[src/rtl/fetch_ctl_pkg.sv]
// Shared definitions for the instruction fetch controller.
//   NOP              : instruction presented while the buffer is empty
//   RESET_PC_DEFAULT : default first fetch address after reset
//   fetch_state_e    : fetch FSM state encoding
//   fetch_entry_t    : one instruction-buffer entry {pc, instr}
package fetch_ctl_pkg;

  localparam logic [31:0] NOP              = 32'h0000_0013;
  localparam logic [31:0] RESET_PC_DEFAULT = 32'h0000_0000;

  typedef enum logic [1:0] {
    StIdle,
    StReq,
    StWait,
    StKill
  } fetch_state_e;

  typedef struct packed {
    logic [31:0] pc;
    logic [31:0] instr;
  } fetch_entry_t;

endpackage

[src/rtl/fetch_ctl_if.sv]
// Fetch controller bus bundle: instruction-memory request/response, redirect
// from later stages, and the instruction stream to decode.
//   master : fetch controller side
//   slave  : memory / pipeline environment side
interface fetch_ctl_if;

  logic        imem_req_valid;
  logic        imem_req_ready;
  logic [31:0] imem_addr;
  logic        imem_rsp_valid;
  logic [31:0] imem_rsp_data;
  logic        redirect_valid;
  logic [31:0] redirect_pc;
  logic        stall;
  logic        instr_valid;
  logic [31:0] instruction;
  logic [31:0] instr_pc;

  modport master (
    output imem_req_valid, imem_addr, instr_valid, instruction, instr_pc,
    input  imem_req_ready, imem_rsp_valid, imem_rsp_data, redirect_valid, redirect_pc, stall
  );

  modport slave (
    input  imem_req_valid, imem_addr, instr_valid, instruction, instr_pc,
    output imem_req_ready, imem_rsp_valid, imem_rsp_data, redirect_valid, redirect_pc, stall
  );

endinterface

[src/rtl/fetch_fifo.sv]
// Synchronous instruction buffer with first-word-fall-through head.
//   clk, rst  : clock, asynchronous active-high reset
//   push      : write push_data (ignored when full)
//   pop       : drop head entry (ignored when empty)
//   flush     : empty the buffer; wins over push and pop
//   head      : oldest entry, valid when !empty
//   empty     : no entries held
//   count     : number of entries held
module fetch_fifo
  import fetch_ctl_pkg::*;
#(
  parameter int unsigned Depth = 2
) (
  input  logic                   clk,
  input  logic                   rst,
  input  logic                   push,
  input  fetch_entry_t           push_data,
  input  logic                   pop,
  input  logic                   flush,
  output fetch_entry_t           head,
  output logic                   empty,
  output logic [$clog2(Depth):0] count
);

  localparam int unsigned PtrW = $clog2(Depth);
  localparam int unsigned CntW = PtrW + 1;

  fetch_entry_t  mem_q [Depth];
  logic [PtrW-1:0] wr_ptr_q, rd_ptr_q;
  logic [CntW-1:0] count_q;
  logic            full, do_push, do_pop;

  assign empty   = (count_q == '0);
  assign full    = (count_q == CntW'(Depth));
  assign do_push = push & ~full & ~flush;
  assign do_pop  = pop & ~empty & ~flush;
  assign head    = mem_q[rd_ptr_q];
  assign count   = count_q;

  // Pointers wrap naturally since Depth is a power of two.
  always_ff @(posedge clk or posedge rst) begin
    if (rst) begin
      wr_ptr_q <= '0;
      rd_ptr_q <= '0;
      count_q  <= '0;
    end else if (flush) begin
      wr_ptr_q <= '0;
      rd_ptr_q <= '0;
      count_q  <= '0;
    end else begin
      if (do_push) wr_ptr_q <= wr_ptr_q + PtrW'(1);
      if (do_pop)  rd_ptr_q <= rd_ptr_q + PtrW'(1);
      unique case ({do_push, do_pop})
        2'b10:   count_q <= count_q + CntW'(1);
        2'b01:   count_q <= count_q - CntW'(1);
        default: count_q <= count_q;
      endcase
    end
  end

  // Storage needs no reset; only entries behind valid pointers are observed.
  always_ff @(posedge clk) begin
    if (do_push) mem_q[wr_ptr_q] <= push_data;
  end

  // Request gating upstream must never let a response land in a full buffer.
  push_when_full_a: assert property (@(posedge clk) disable iff (rst) !(push && full && !flush));

endmodule

[src/rtl/fetch_ctl.sv]
// Instruction fetch controller: issues one outstanding word fetch at a time,
// buffers responses for decode and handles redirects by flushing and killing
// any in-flight response.
//   clk, rst : clock, asynchronous active-high reset
//   bus      : fetch_ctl_if.master (imem request/response, redirect, stall,
//              instruction stream to decode)
module fetch_ctl
  import fetch_ctl_pkg::*;
#(
  parameter logic [31:0] RESET_PC  = RESET_PC_DEFAULT,
  parameter int unsigned BUF_DEPTH = 2
) (
  input  logic          clk,
  input  logic          rst,
  fetch_ctl_if.master   bus
);

  fetch_state_e state_q, state_d;
  logic [31:0]  pc_q, pc_d;
  logic [31:0]  req_pc_q, req_pc_d;

  logic                       req_valid, push, pop, flush;
  logic                       fifo_empty;
  logic [$clog2(BUF_DEPTH):0] fifo_count;
  fetch_entry_t               head, push_entry;
  logic [31:0]                redirect_target;

  assign redirect_target = {bus.redirect_pc[31:2], 2'b00};
  assign push_entry      = '{pc: req_pc_q, instr: bus.imem_rsp_data};

  always_ff @(posedge clk or posedge rst) begin
    if (rst) begin
      state_q  <= StIdle;
      pc_q     <= RESET_PC;
      req_pc_q <= 32'h0;
    end else begin
      state_q  <= state_d;
      pc_q     <= pc_d;
      req_pc_q <= req_pc_d;
    end
  end

  always_comb begin
    state_d   = state_q;
    pc_d      = pc_q;
    req_pc_d  = req_pc_q;
    req_valid = 1'b0;
    push      = 1'b0;
    // Any redirect flushes the buffer and retargets the PC, whatever the state.
    flush     = bus.redirect_valid;

    unique case (state_q)
      StIdle: state_d = StReq;
      StReq: begin
        req_valid = !bus.redirect_valid && (32'(fifo_count) < BUF_DEPTH);
        if (req_valid && bus.imem_req_ready) begin
          req_pc_d = pc_q;
          pc_d     = pc_q + 32'd4;
          state_d  = StWait;
        end
      end
      StWait: begin
        if (bus.imem_rsp_valid) begin
          push    = !bus.redirect_valid;
          state_d = StReq;
        end else if (bus.redirect_valid) begin
          // Response still in flight: it must be swallowed when it arrives.
          state_d = StKill;
        end
      end
      StKill: if (bus.imem_rsp_valid) state_d = StReq;
      default: state_d = StIdle;
    endcase

    if (bus.redirect_valid) pc_d = redirect_target;
  end

  assign pop = !fifo_empty && !bus.stall && !bus.redirect_valid;

  fetch_fifo #(
    .Depth(BUF_DEPTH)
  ) u_fifo (
    .clk       (clk),
    .rst       (rst),
    .push      (push),
    .push_data (push_entry),
    .pop       (pop),
    .flush     (flush),
    .head      (head),
    .empty     (fifo_empty),
    .count     (fifo_count)
  );

  assign bus.imem_req_valid = req_valid;
  assign bus.imem_addr      = pc_q;
  assign bus.instr_valid    = !fifo_empty;
  assign bus.instruction    = fifo_empty ? NOP : head.instr;
  assign bus.instr_pc       = fifo_empty ? 32'h0 : head.pc;

endmodule

[src/flat_wrapper.sv]
// flat-port wrapper written by rule: the top's interface ports become plain ports
module fetch_ctl_flat import fetch_ctl_pkg::*;
#(
  parameter logic [31:0] RESET_PC  = RESET_PC_DEFAULT,
  parameter int unsigned BUF_DEPTH = 2
)
  (clk, rst, bus_imem_req_valid, bus_imem_addr, bus_instr_valid, bus_instruction, bus_instr_pc, bus_imem_req_ready, bus_imem_rsp_valid, bus_imem_rsp_data, bus_redirect_valid, bus_redirect_pc, bus_stall);
  fetch_ctl_if bus_i ();
  input  logic clk;
  input  logic rst;
  output wire logic [$bits(bus_i.imem_req_valid)-1:0] bus_imem_req_valid;
  output wire logic [$bits(bus_i.imem_addr)-1:0] bus_imem_addr;
  output wire logic [$bits(bus_i.instr_valid)-1:0] bus_instr_valid;
  output wire logic [$bits(bus_i.instruction)-1:0] bus_instruction;
  output wire logic [$bits(bus_i.instr_pc)-1:0] bus_instr_pc;
  input wire logic [$bits(bus_i.imem_req_ready)-1:0] bus_imem_req_ready;
  input wire logic [$bits(bus_i.imem_rsp_valid)-1:0] bus_imem_rsp_valid;
  input wire logic [$bits(bus_i.imem_rsp_data)-1:0] bus_imem_rsp_data;
  input wire logic [$bits(bus_i.redirect_valid)-1:0] bus_redirect_valid;
  input wire logic [$bits(bus_i.redirect_pc)-1:0] bus_redirect_pc;
  input wire logic [$bits(bus_i.stall)-1:0] bus_stall;
  assign bus_imem_req_valid = bus_i.imem_req_valid;
  assign bus_imem_addr = bus_i.imem_addr;
  assign bus_instr_valid = bus_i.instr_valid;
  assign bus_instruction = bus_i.instruction;
  assign bus_instr_pc = bus_i.instr_pc;
  assign bus_i.imem_req_ready = bus_imem_req_ready;
  assign bus_i.imem_rsp_valid = bus_imem_rsp_valid;
  assign bus_i.imem_rsp_data = bus_imem_rsp_data;
  assign bus_i.redirect_valid = bus_redirect_valid;
  assign bus_i.redirect_pc = bus_redirect_pc;
  assign bus_i.stall = bus_stall;
  fetch_ctl #(.RESET_PC(RESET_PC), .BUF_DEPTH(BUF_DEPTH)) u_core (.clk(clk), .rst(rst), .bus(bus_i));
endmodule
[config.mk]
export PLATFORM = sky130hd
export DESIGN_NAME = fetch_ctl_flat
export DESIGN_NICKNAME = d
export VERILOG_FILES = /design/src/rtl/fetch_ctl_pkg.sv /design/src/rtl/fetch_ctl_if.sv /design/src/rtl/fetch_fifo.sv /design/src/rtl/fetch_ctl.sv /design/src/flat_wrapper.sv
export SDC_FILE = /design/constraint.sdc
export NUM_CORES = 1
export LEC_CHECK = 0
export BUFFER_PORTS_ARGS = -buffer_cell sky130_fd_sc_hd__buf_2
export CAP_MARGIN = 20
export CORE_ASPECT_RATIO = 0.6
export CORE_MARGIN = 10
export CORE_UTILIZATION = 61
export CTS_BUF_LIST = sky130_fd_sc_hd__clkbuf_4 sky130_fd_sc_hd__clkbuf_8
export CTS_CLUSTER_SIZE = 40
export DETAILED_ROUTE_END_ITERATION = 16
export PLACE_DENSITY_LB_ADDON = 0.3
export RECOVER_POWER = 50
export SETUP_SLACK_MARGIN = 0.5
export SLEW_MARGIN = 20
export SYNTH_ARGS = -nofsm -noshare
export SYNTH_HDL_FRONTEND = slang
export SYNTH_SLANG_ARGS = --single-unit
[constraint.sdc]
create_clock -name clk -period 9.7 [get_ports clk]
set_input_delay 0.485 -clock clk [delete_from_list [all_inputs] [get_ports clk]]
set_output_delay 0.485 -clock clk [all_outputs]
set_load 0.1 [all_outputs]
; Word-level counts from Yosys, hierarchy flattened
; Memories as Yosys holds them, arrays and structs flattened.
; Index checks and enable logic that the tools add are counted.
[classes]
add_sub_neg = 5
order_cmp = 1
eq_ne = 9
muxes = 21
n_bitwise = 7
reduce_logical = 17
[ops]
columns = op, count
row1 = $mux 32, 5
row2 = $add 32x3->32 const B, 1
row3 = $mux 2, 5
row4 = $mux 1, 9
row5 = $eq 2x2->1 const B, 4
row6 = $pmux 2 s4, 1
row7 = $reduce_bool 2->1, 4
row8 = $and 1x1->1, 4
row9 = $eq 2x1->1 const B, 2
row10 = $logic_and 1x1->1, 4
row11 = $logic_not 2->1, 2
row12 = $pmux 2 s2, 1
row13 = $reduce_and 2->1, 2
row14 = $logic_not 1->1, 3
row15 = $ne 3x3->1 const B, 1
row16 = $not 1->1, 3
row17 = $reduce_and 3->1, 1
row18 = $reduce_bool 3->1, 1
row19 = $add 1x1->1 const B, 2
row20 = $add 2x1->2 const B, 1
row21 = $lt 2x2->1 const B, 1
row22 = $ne 2x1->1 const B, 1
row23 = $ne 2x2->1 const B, 1
row24 = $sub 2x1->2 const B, 1
[totals]
ff_bits = 70
ramBits = 128
inputBits = 70
wordCells = 67
n_memories = 1
[memory_table]
columns = name, words, width, read_ports, rd_ports_with_merged_regs, wr, line
row1 = u_core.u_fifo.mem_q, 2, 64, 1, 0, 1, fetch_fifo.sv:28  ; fetch_entry_t mem_q [Depth];

; Longest topological paths before layout
; Gate-level depths: netlist (run 1).
[depth]
word_depth = 9
depth_mapped = 8
depth_no_buf = 7

; Modules after synthesis
; A second synthesis (run 1) with hierarchy kept.
[unflattened]
hier_cells = 601
hier_area_um2 = 8500.7
[modules_own_cells]
columns = mod, n_inst, cells_each, area_each_um2, seq_area_each_um2
row1 = fetch_fifo, 1, 226, 4868.4, 3943.8
row2 = fetch_ctl, 1, 375, 3632.2, 1551.5

; Worst setup path after synthesis (run 1)
; Ideal clock, no wire load.
[synth_timing]
path_type = register to register
from = register u_core.state_q[0]
to = memory u_core.u_fifo.mem_q[1][0] in the netlist's numbering, enable pin
setup_time_ns = 0.571
arrival_ns = 5.638
required_ns = 9.129
path_slack_ns = 3.491
path_stages_with_launch = 6
n_path_buf = 0
synth_period_minus_slack_ns = 6.209
path_cell_list = dfrtp_1 > inv_1 > ha_1 > nand2_1 > or2_2 > nor3b_1
[synth_via]
elab_chain_len = 6
[synth_rtl]
columns = item, line
row1 = "start, declared", fetch_ctl.sv:18  ; fetch_state_e state_q, state_d;
row2 = "start signal, assigned", fetch_ctl.sv:33  ; state_q <= StIdle;
row3 = "start signal, assigned", fetch_ctl.sv:37  ; state_q <= state_d;
row4 = $eq 2x2->1, fetch_ctl.sv:52  ; unique case (state_q)
row5 = $mux 1, fetch_ctl.sv:52
row6 = $and 1x1->1 (2 in a row), fetch_fifo.sv:35  ; assign do_push = push & ~full & ~flush;
row7 = $mux 1, fetch_fifo.sv:63  ; if (do_push) mem_q[wr_ptr_q] <= push_data;
row8 = $mux 1 (not written as such), fetch_fifo.sv:63
row9 = "end, declared", fetch_fifo.sv:28
; No other way between the ends.

==> qor.yml, run 1 <==
status: "complete, but fails checks"
violations: "capacitance limit, slew limit"
ys.flop_type: "edfxtp_1"
synth_area_um2: 7910
crit_arrival_ps: 3220
synth_compound_area_frac: 0.0447
cts_tree: "built"
slew_headroom: -1.44
synth_warnings: 0
num_antenna_cells: 0
synth_edf_count: 124
gr-usage-met1: 0.260
syn_avg_cell_area_um2: 12.4
synth_xor_area_frac: 0.0166
die_area_um2: 18100
post-route-period-util: 0.410
hold_start: "bus_imem_rsp_data[24]"
grt_max_degree: 67
whs_endpoint: "u_core.u_fifo.mem_q[1][24]$_DFFE_PP_"
yosys.area_share.simple: 0.145
port_buffers: 161
ff2ff_path_depth: 8
crit_type: "in -> async"
cts-resized-gates: 0
ios: 168
drc: 0
post_drt_wl_per_cell_um: 18.5
ys_ff_latch: 190
final_max_slew_viol_count: 112
synthAdderAreaFrac: 0.00791
clock_skew_ps: 14.1
worst_pin_slew_ps: 3660
core_um2: 12800
wirelength_um: 18100
track_usage: 0.200
insertion_delay_ps: 460
syn_to_final_growth_pct: 16.4
clock.fmax_mhz: 251
synth_top_family_by_area: "simple AND/OR/NAND/NOR gates"
cts_sinks: 190
fin_crit_ps: 3980
clkTransAtPathRegs_ps: 110
syn_inst: 636
grt_pass1_vias: 5549
die_y_um: 108
finalHoldViolCount: 0
setup_viol: 0
vias: 5426
r2r-start: "u_core.state_q[1]$_DFFE_PP0P_"
reg2reg_to: "u_core.bus.imem_addr[22]$_DFFE_PP0N_"
ir_drop_mv: 0.141
fin_nets: 868
antenna_left: 0
min_path_type: "in -> reg"
vias_per_cell: 5.56
clockBufferDepth: 2
critPathLaunchType: "primary input"
cts_buffers: 17
synth.area.mux_share: 0.0840
endpoint_kind: "async pin"
cap_violations: 2
met3_usage: 0.0612
required_ps: 8940
startpoint: "rst"
gp_congestion: 0.913
initial_core_util: 0.620
pwr_density_cell_nw_per_um2: 229
rrSetupSlack_ps: 6350
grt_setup_unrepaired: "false"
top_usage_layer: "met2"
synth_seq_area_share: 0.679
cts_setup_buffers: 0
crit_fanout: 66
dp_hpwl_um: 12300
rows: 32
p_leak_nw: 3.62
hold_path_depth: 1
postCtsHoldBufs: 0
dieWidth_um: 167
layout-drive-gt1-share: 0.207
cts-root-buf: "clkbuf_8"
cts-htree-levels: 4
grt_use_met2: 0.322
drt_iter0_markers: 463
antenna_found_initial: 0
grt_pass1_wl_um: 28800
yosysUniqueCellTypes: 44
power_mw: 2.11
grt-ovfl-total: 0
first_pass_iters: 7
async_flop_share: 0.347
setup_tns_ps: 0
synth_stat cells (2+ instances only):
master / instances / area share
a211o_1: 2 / 0.0022
a21oi_1: 5 / 0.0032
a221o_1: 3 / 0.0038
and3_1: 2 / 0.0016
buf_1: 8 / 0.0038
buf_4: 4 / 0.0038
clkbuf_1: 20 / 0.0095
dfrtp_1: 66 / 0.21
edfxtp_1: 124 / 0.47
ha_1: 5 / 0.0079
inv_1: 9 / 0.0043
mux2_2: 3 / 0.0043
mux2i_1: 63 / 0.080
nand2_1: 125 / 0.059
nand3_1: 16 / 0.010
nand4_1: 11 / 0.0087
nor2_1: 78 / 0.037
nor2b_1: 2 / 0.0016
nor3_1: 4 / 0.0025
nor3b_1: 3 / 0.0028
nor4_1: 5 / 0.0040
o211ai_1: 6 / 0.0057
o21ai_0: 22 / 0.014
o311ai_0: 8 / 0.0089
or2_2: 3 / 0.0024
or3_1: 6 / 0.0047
or4_1: 3 / 0.0028
xnor2_1: 5 / 0.0055
xor2_1: 10 / 0.011
placed cells by master (no fill, tap or decap), types with 3 or more instances in the layout:
master,count
a21oi_1,5
a221o_1,3
buf_2,116
buf_4,4
clkbuf_1,47
clkbuf_8,17
clkinv_8,3
conb_1,4
dfrtp_1,65
edfxtp_1,124
ha_1,5
inv_1,9
inv_6,6
mux2_2,3
mux2i_1,63
nand2_1,125
nand3_1,16
nand4_1,11
nor2_1,78
nor3_1,3
nor4_1,5
o211ai_1,6
o21ai_0,22
o311ai_0,8
or2_2,3
or3_1,6
or4_1,3
xnor2_1,5
xor2_1,10
layout make-up:
class	instances	area [µm²]
Clock buffer	18	241
Clock inverter	14	145
Tap cell	170	213
Multi-Input combinational cell	406	2380
Timing Repair Buffer	168	815
Inverter	10	37.5
Sequential cell	190	5380
Fill cell	951	3560
logic make-up after synthesis:
group | after synthesis
xor gates and xnor gates | 15
muxes | 66
other | 1
buffers and inverters | 43
AOI/OAI and AO/OA | 52
DFF | 190
and+or+nand+nor | 264
adders and majority gates | 5
worst max path at each step:
stage / to / slack (ps) / cells past startpoint
floorplan: u_core.u_fifo.mem_q[1][0]$_DFFE_PP_ / 3490 / 5
global placement: u_core.state_q[1]$_DFFE_PP0P_ / 6940 / 5
detailed placement: u_core.state_q[1]$_DFFE_PP0P_ / 6900 / 5
CTS: bus_instruction[0] / 6600 / 5
global route: u_core.u_fifo.rd_ptr_q$_DFFE_PP0P_ / 4830 / 3
finish: u_core.u_fifo.rd_ptr_q$_DFFE_PP0P_ / 5720 / 3
worst max-delay path: stages:
cell	delay, ps
buf_2	100
inv_1	40
clkbuf_1	2550
sequential cells by signal, summed over array words and instances (netlist names):
name / flops
u_core.bus.imem_addr: 30
u_core.req_pc_q: 30
u_core.state_q: 2
u_core.u_fifo.count: 2
u_core.u_fifo.mem_q: 124
u_core.u_fifo.rd_ptr_q: 1
u_core.u_fifo.wr_ptr_q: 1
per-stage QoR:
stage	utilization	setup slack, ps	instances	cell area, µm²	hold slack (ps)
finish	0.721	5720	976	9210	206
global route	0.721	4830	976	9210	178
CTS	0.725	6600	975	9260	183
detailed placement	0.695	6900	943	8870	455
global placement	0.695	6940	943	8870	449
floorplan	-	3490	639	7930	442
per-layer routing:
metal | vias up | part of all wire
met4 | 0 | 0.014
li1 | 2578 | -
met3 | 22 | 0.073
met5 | - | 0
met1 | 2640 | 0.44
met2 | 186 | 0.47
power by group:
| group | switching (mW) | total [mW] | internal [mW] |
|---|---|---|---|
| Sequential | 0.0799 | 1.07 | 0.987 |
| Clock | 0.302 | 0.496 | 0.195 |
| Combinational | 0.435 | 0.543 | 0.108 |
| Total | 0.817 | 2.11 | 1.29 |
Note: power is estimated with default switching activity, not from simulation.
==> inputs of run 2 (changes only) <==
- ABC_AREA: default -> 1
- CORE_UTILIZATION: 61 -> 57
- clock period: 9.7 -> 3.8 ns (I/O delays scaled with it)
==> run 2 against run 1 <==
  * The flow still finishes with violations (capacitance limit, slew limit)
  * Register-to-register slack got worse by 5400 ps
  * Count of clock-buffer cells in the layout increased by 1
  * Via count increased by 22%
  * Largest power group unchanged
  * Clock power increased to 2.7 times the previous value
  * Critical path type is now reg -> reg
==> qor.yml, run 2 <==
gp_congestion: 0.866
synth_edf_count: 124
vias_per_cell: 5.30
clock.fmax_mhz: 351
final_max_slew_viol_count: 28
cpMaxStageDelayCell: "nand3_1"
finalHoldViolCount: 0
crit_type: "reg -> reg"
path_delay_family: "simple AND/OR/NAND/NOR gates"
cp_slowest_stage_delay_ps: 840
yosysUniqueCellTypes: 31
fin_crit_ps: 2850
synthTopCellsByArea: "edfxtp_1 45%, dfrtp_1 20%, nand2_1 12%, a21oi_1 3.7%, nand3_1 3.1%"
port_buffers: 161
final_cell_count_no_fill: 1245
yosysTopAreaCell: "edfxtp_1"
status: "complete, but fails checks"
crit_fanout: 32
max_flop_register: "u_core.u_fifo.mem_q"
grt_setup_unrepaired: "false"
cts_tree: "built"
num_antenna_cells: 0
wirelength_um: 21100
dp_hpwl_um: 13800
track_usage: 0.209
slew_headroom: -0.00962
pwr_density_cell_nw_per_um2: 657
grt_pass1_vias: 6267
dieWidth_um: 176
insertion_delay_ps: 470
cts-resized-gates: 0
layout_commonest_cell: "nand2_1"
synth_seq_area_share: 0.644
antenna_found_initial: 0
ys.flop_type: "edfxtp_1"
grt_pass1_wl_um: 33000
cts_sinks: 190
ys_ff_latch: 190
setup_tns_ps: 0
ios: 168
clkTransAtPathRegs_ps: 100
syn_to_final_growth_pct: 21.1
rows: 34
syn_avg_cell_area_um2: 9.98
cts-root-buf: "clkbuf_8"
power_mw: 6.64
synth_compound_area_frac: 0.0883
mostFrequentLayoutCells: "270 x nand2_1, 124 x edfxtp_1, 110 x buf_2, 65 x dfrtp_1, 62 x a21oi_1"
drt_iter0_markers: 708
endpoint_kind: "flip-flop"
die_y_um: 114
required_ps: 4160
initial_core_util: 0.579
vias: 6594
placed_cells: 1165
p_leak_nw: 4.36
yosys.area_share.simple: 0.202
synth.area.mux_share: 0
netlist.area_leader.share: 0.446
path_cells: "inv_1, ha_1, nand3_1, inv_2, nand2_1, nand3_1, nand2_1"
async_flop_share: 0.347
drc: 0
post-route-period-util: 0.750
setup_viol: 0
violations: "capacitance limit, slew limit"
largest_register_ffs: 124
holdWs_ps: 55.6
core_um2: 14400
cts-htree-levels: 4
fin_area_um2: 10100
ir_drop_mv: 0.372
clock_skew_ps: 17.5
synthAdderAreaFrac: 0.00750
grt_max_degree: 65
synth_top_family_by_area: "simple AND/OR/NAND/NOR gates"
crit_arrival_ps: 3210
fin_nets: 1109
cp.buffers_inverters: 2
antenna_left: 0
clockBufferDepth: 2
layout-drive-gt1-share: 0.169
synth.most_common_cell: "nand2_1"
min_path_type: "in -> reg"
die_area_um2: 20000
synthTopCellsByCount: "270 x nand2_1, 124 x edfxtp_1, 66 x dfrtp_1, 62 x a21oi_1, 59 x inv_1"
synth_area_um2: 8340
post_drt_wl_per_cell_um: 16.9
synth_xor_area_frac: 0.00315
grt-ovfl-total: 0
synth_warnings: 0
place_area_um2: 9310
syn_inst: 836
cts_buffers: 17
critPathLaunchType: "flip-flop"
first_pass_iters: 6
cap_violations: 1
worst_pin_slew_ps: 1510
[run 2: what timing repair did]
item,in CTS,in global routing
endpoints found under the hold margin,118,0
hold buffers,48,0
buffers inserted,0,0
[run 2: kinds of logic (layout without fill, tap and decap cells)]
kind of cell	Yosys count	after routing
compound gates	130	130
xor+xnor	3	3
fa+ha+maj	5	5
buf+inv	107	315
flops	190	190
other cells	1	4
simple gates	400	400
[run 2: layout make-up]
class	count	area (µm²)
Timing Repair Buffer	217	1300
Fill cell	1099	4320
Clock inverter	13	155
Multi-Input combinational cell	542	2520
Inverter	66	248
Tap cell	198	248
Sequential cell	190	5380
Clock buffer	19	249
[run 2: path summary, 6_finish.rpt]
kind | startpoint | endpoint | slack (ps) | depth (start not counted)
worst max-delay path | u_core.state_q[1]$_DFFE_PP0P_ | u_core.bus.imem_addr[2]$_DFFE_PP0N_ | 950 | 7
worst min register to register | u_core.req_pc_q[25]$_DFFE_PP0P_ | u_core.u_fifo.mem_q[0][57]$_DFFE_PP_ | 480 | 0
worst max register to register | u_core.state_q[1]$_DFFE_PP0P_ | u_core.bus.imem_addr[2]$_DFFE_PP0N_ | 950 | 7
min in group asynchronous | rst | u_core.req_pc_q[30]$_DFFE_PP0P_ | 710 | 3
worst min-delay path | bus_redirect_pc[20] | u_core.bus.imem_addr[20]$_DFFE_PP0N_ | 60 | 4
max in group asynchronous | rst | u_core.state_q[1]$_DFFE_PP0P_ | 1040 | 4
[run 2: per-layer routing]
| metal | routed length [µm] | share of wire | up-vias | track usage |
|---|---|---|---|---|
| met3 | 2040 | 0.097 | 17 | 0.0683 |
| met2 | 9050 | 0.43 | 315 | 0.297 |
| li1 | - | - | 3191 | - |
| met1 | 9800 | 0.46 | 3071 | 0.302 |
| met5 | 0 | 0 | - | 0 |
| met4 | 198 | 0.0094 | 0 | 0.0517 |
[run 2: through the flow]
step           utilization  setup WS [ps]
2_1_floorplan            -            799
3_3_place_gp         0.645           1570
3_5_place_dp         0.645           1480
4_1_cts              0.707           1050
5_1_grt              0.701            556
6_report             0.701            949
[run 2: worst register-to-register path, delay by kind of cell (launching register included)]
family	cells	cell delay (ps)
AND/OR/NAND/NOR	4	1180
flip-flops	1	440
buffers and inverters	2	890
adder cells (fa/ha/maj)	1	260
[run 2: power by group]
part | internal (mW) | leakage [nW] | switching [mW]
logic | 0.406 | 2.21 | 2.00
clock network | 0.617 | 0.202 | 0.743
registers | 2.57 | 1.95 | 0.303
total | 3.59 | 4.36 | 3.05
==> inputs of run 3 (changes only) <==
- CORE_UTILIZATION: 57 -> 51
- clock period: 3.8 -> 2.45 ns (I/O delays scaled with it)
==> run 3 against run 2 <==
  * The run now ends clean
  * Clock skew is 6.2 ps lower
  * Wire length up 8.5%
  * Core utilization increased by 3.7 points
  * Combinational power is 95% higher
  * Non-clock buffer count grew 36
  * Cell area grew 18%
  * Worst setup slack got worse by 500 ps
  * Count of clock-buffer cells in the layout shrank 2
  * Largest cell class unchanged
  * Highest routed layer unchanged
==> qor.yml, run 3 (synthesis results as in run 2) <==
clock_skew_ps: 11.3
critPathLaunchType: "flip-flop"
cts-root-buf: "clkbuf_8"
port_buffers: 161
initial_core_util: 0.517
worst_pin_slew_ps: 1220
cts_sinks: 190
dp_slack_ps: 542
ios: 168
track_usage: 0.196
slew_headroom: 0.189
mostFrequentLayoutCells: "269 x nand2_1, 124 x edfxtp_1, 74 x buf_12, 60 x inv_1, 59 x dlygate4sd3_1"
fin_crit_ps: 2000
cp.buffers_inverters: 1
cp_slowest_stage_delay_ps: 910
vias: 6788
layout-drive-gt1-share: 0.252
path_cells: "clkbuf_1"
fin_nets: 1145
clockBufferDepth: 2
holdWs_ps: 19.2
final_max_slew_viol_count: 0
syn_to_final_growth_pct: 42.6
crit_type: "reg -> out"
cap_violations: 0
grt-ovfl-total: 0
ir_drop_mv: 0.506
required_ps: 2330
cts_tree: "built"
post-route-period-util: 0.818
clock.fmax_mhz: 499
crit_arrival_ps: 1880
largest_register_ffs: 124
vias_per_cell: 5.25
layout_commonest_cell: "nand2_1"
clkTransAtPathRegs_ps: 100
gp_congestion: 0.831
crit_fanout: 7
p_leak_nw: 4.88
num_antenna_cells: 0
cpMaxStageDelayCell: "clkbuf_1"
wirelength_um: 22900
die_y_um: 119
utilization: 0.738
place_area_um2: 10600
die_area_um2: 22000
grt_pass1_vias: 6320
setup_tns_ps: 0
fin_area_um2: 11900
core_um2: 16100
antenna_found_initial: 0
setup_viol: 0
status: "complete, no violations"
min_path_type: "in -> reg"
first_pass_iters: 6
rows: 36
grt_max_degree: 60
insertion_delay_ps: 460
cts_buffers: 17
drt_iter0_markers: 829
endpoint_kind: "primary output"
post_drt_wl_per_cell_um: 17.7
grt_setup_unrepaired: "true"
pwr_density_cell_nw_per_um2: 954
worst_slack_ps: 445
dieWidth_um: 185
cts-htree-levels: 4
dp_hpwl_um: 14900
antenna_left: 0
grt_pass1_wl_um: 34100
max_flop_register: "u_core.u_fifo.mem_q"
path_delay_family: "buffers and inverters"
drc: 0
finalHoldViolCount: 0
run 3: cell count changes in the layout (fill, tap and decap cells not counted), moves of 6 or more:
cell	change
a21oi_2	+49
buf_4	+8
buf_2	-57
dlygate4sd3_1	+11
buf_12	+72
clkbuf_1	-6
dfrtp_2	+8
a21oi_1	-52
dfrtp_1	-8
run 3: layout make-up:
cell class,instances,area (µm²)
Clock buffer,17,234
Clock inverter,15,194
Fill cell,1111,4230
Inverter,66,255
Multi-Input combinational cell,542,2780
Sequential cell,190,5390
Tap cell,209,262
Timing Repair Buffer,253,2790
run 3: path summary, 6_finish.rpt:
| kind | start | to | slack (ps) | cells after the start |
|---|---|---|---|---|
| setup / recovery | u_core.bus.imem_addr[27]$_DFFE_PP0N_ | bus_imem_addr[27] | 450 | 1 |
| hold reg to reg | u_core.req_pc_q[24]$_DFFE_PP0P_ | u_core.u_fifo.mem_q[0][56]$_DFFE_PP_ | 480 | 0 |
| setup reg to reg | u_core.state_q[0]$_DFFE_PP0P_ | u_core.u_fifo.mem_q[0][45]$_DFFE_PP_ | 520 | 7 |
| hold / removal | bus_redirect_pc[17] | u_core.bus.imem_addr[17]$_DFFE_PP0N_ | 20 | 4 |
| min in group asynchronous | rst | u_core.state_q[1]$_DFFE_PP0P_ | 420 | 3 |
| max in group asynchronous | rst | u_core.bus.imem_addr[4]$_DFFE_PP0N_ | 1270 | 4 |
run 3: where the power goes:
group / internal, mW / switching [mW] / total, mW
Sequential: 3.99 / 0.499 / 4.49
Combinational: 1.34 / 3.35 / 4.69
Clock: 0.970 / 1.21 / 2.18
Total: 6.29 / 5.06 / 11.4
run 3: metal layers:
layer	wire length (µm)	global-route usage	vias to the layer above
li1	-	-	3269
met1	10600	0.282	3200
met2	10000	0.281	303
met3	2040	0.0601	16
met4	166	0.0501	0
met5	0	0	-
run 3: per-stage QoR:
step | power [mW] | instances
after floorplan | 7.48 | 839
final | 11.4 | 1292
after CTS | 11.3 | 1276
after global routing | 11.8 | 1292
after global placement | 8.86 | 1182
after detailed placement | 8.97 | 1182
run 3: what timing repair did:
item	CTS	global route
setup buffers	3	8
resized for setup	12	15
gates cloned	1	7
hold endpoints to repair	112	1
hold buffers	58	1
pin swaps	1	5
setup endpoints to repair	64	152
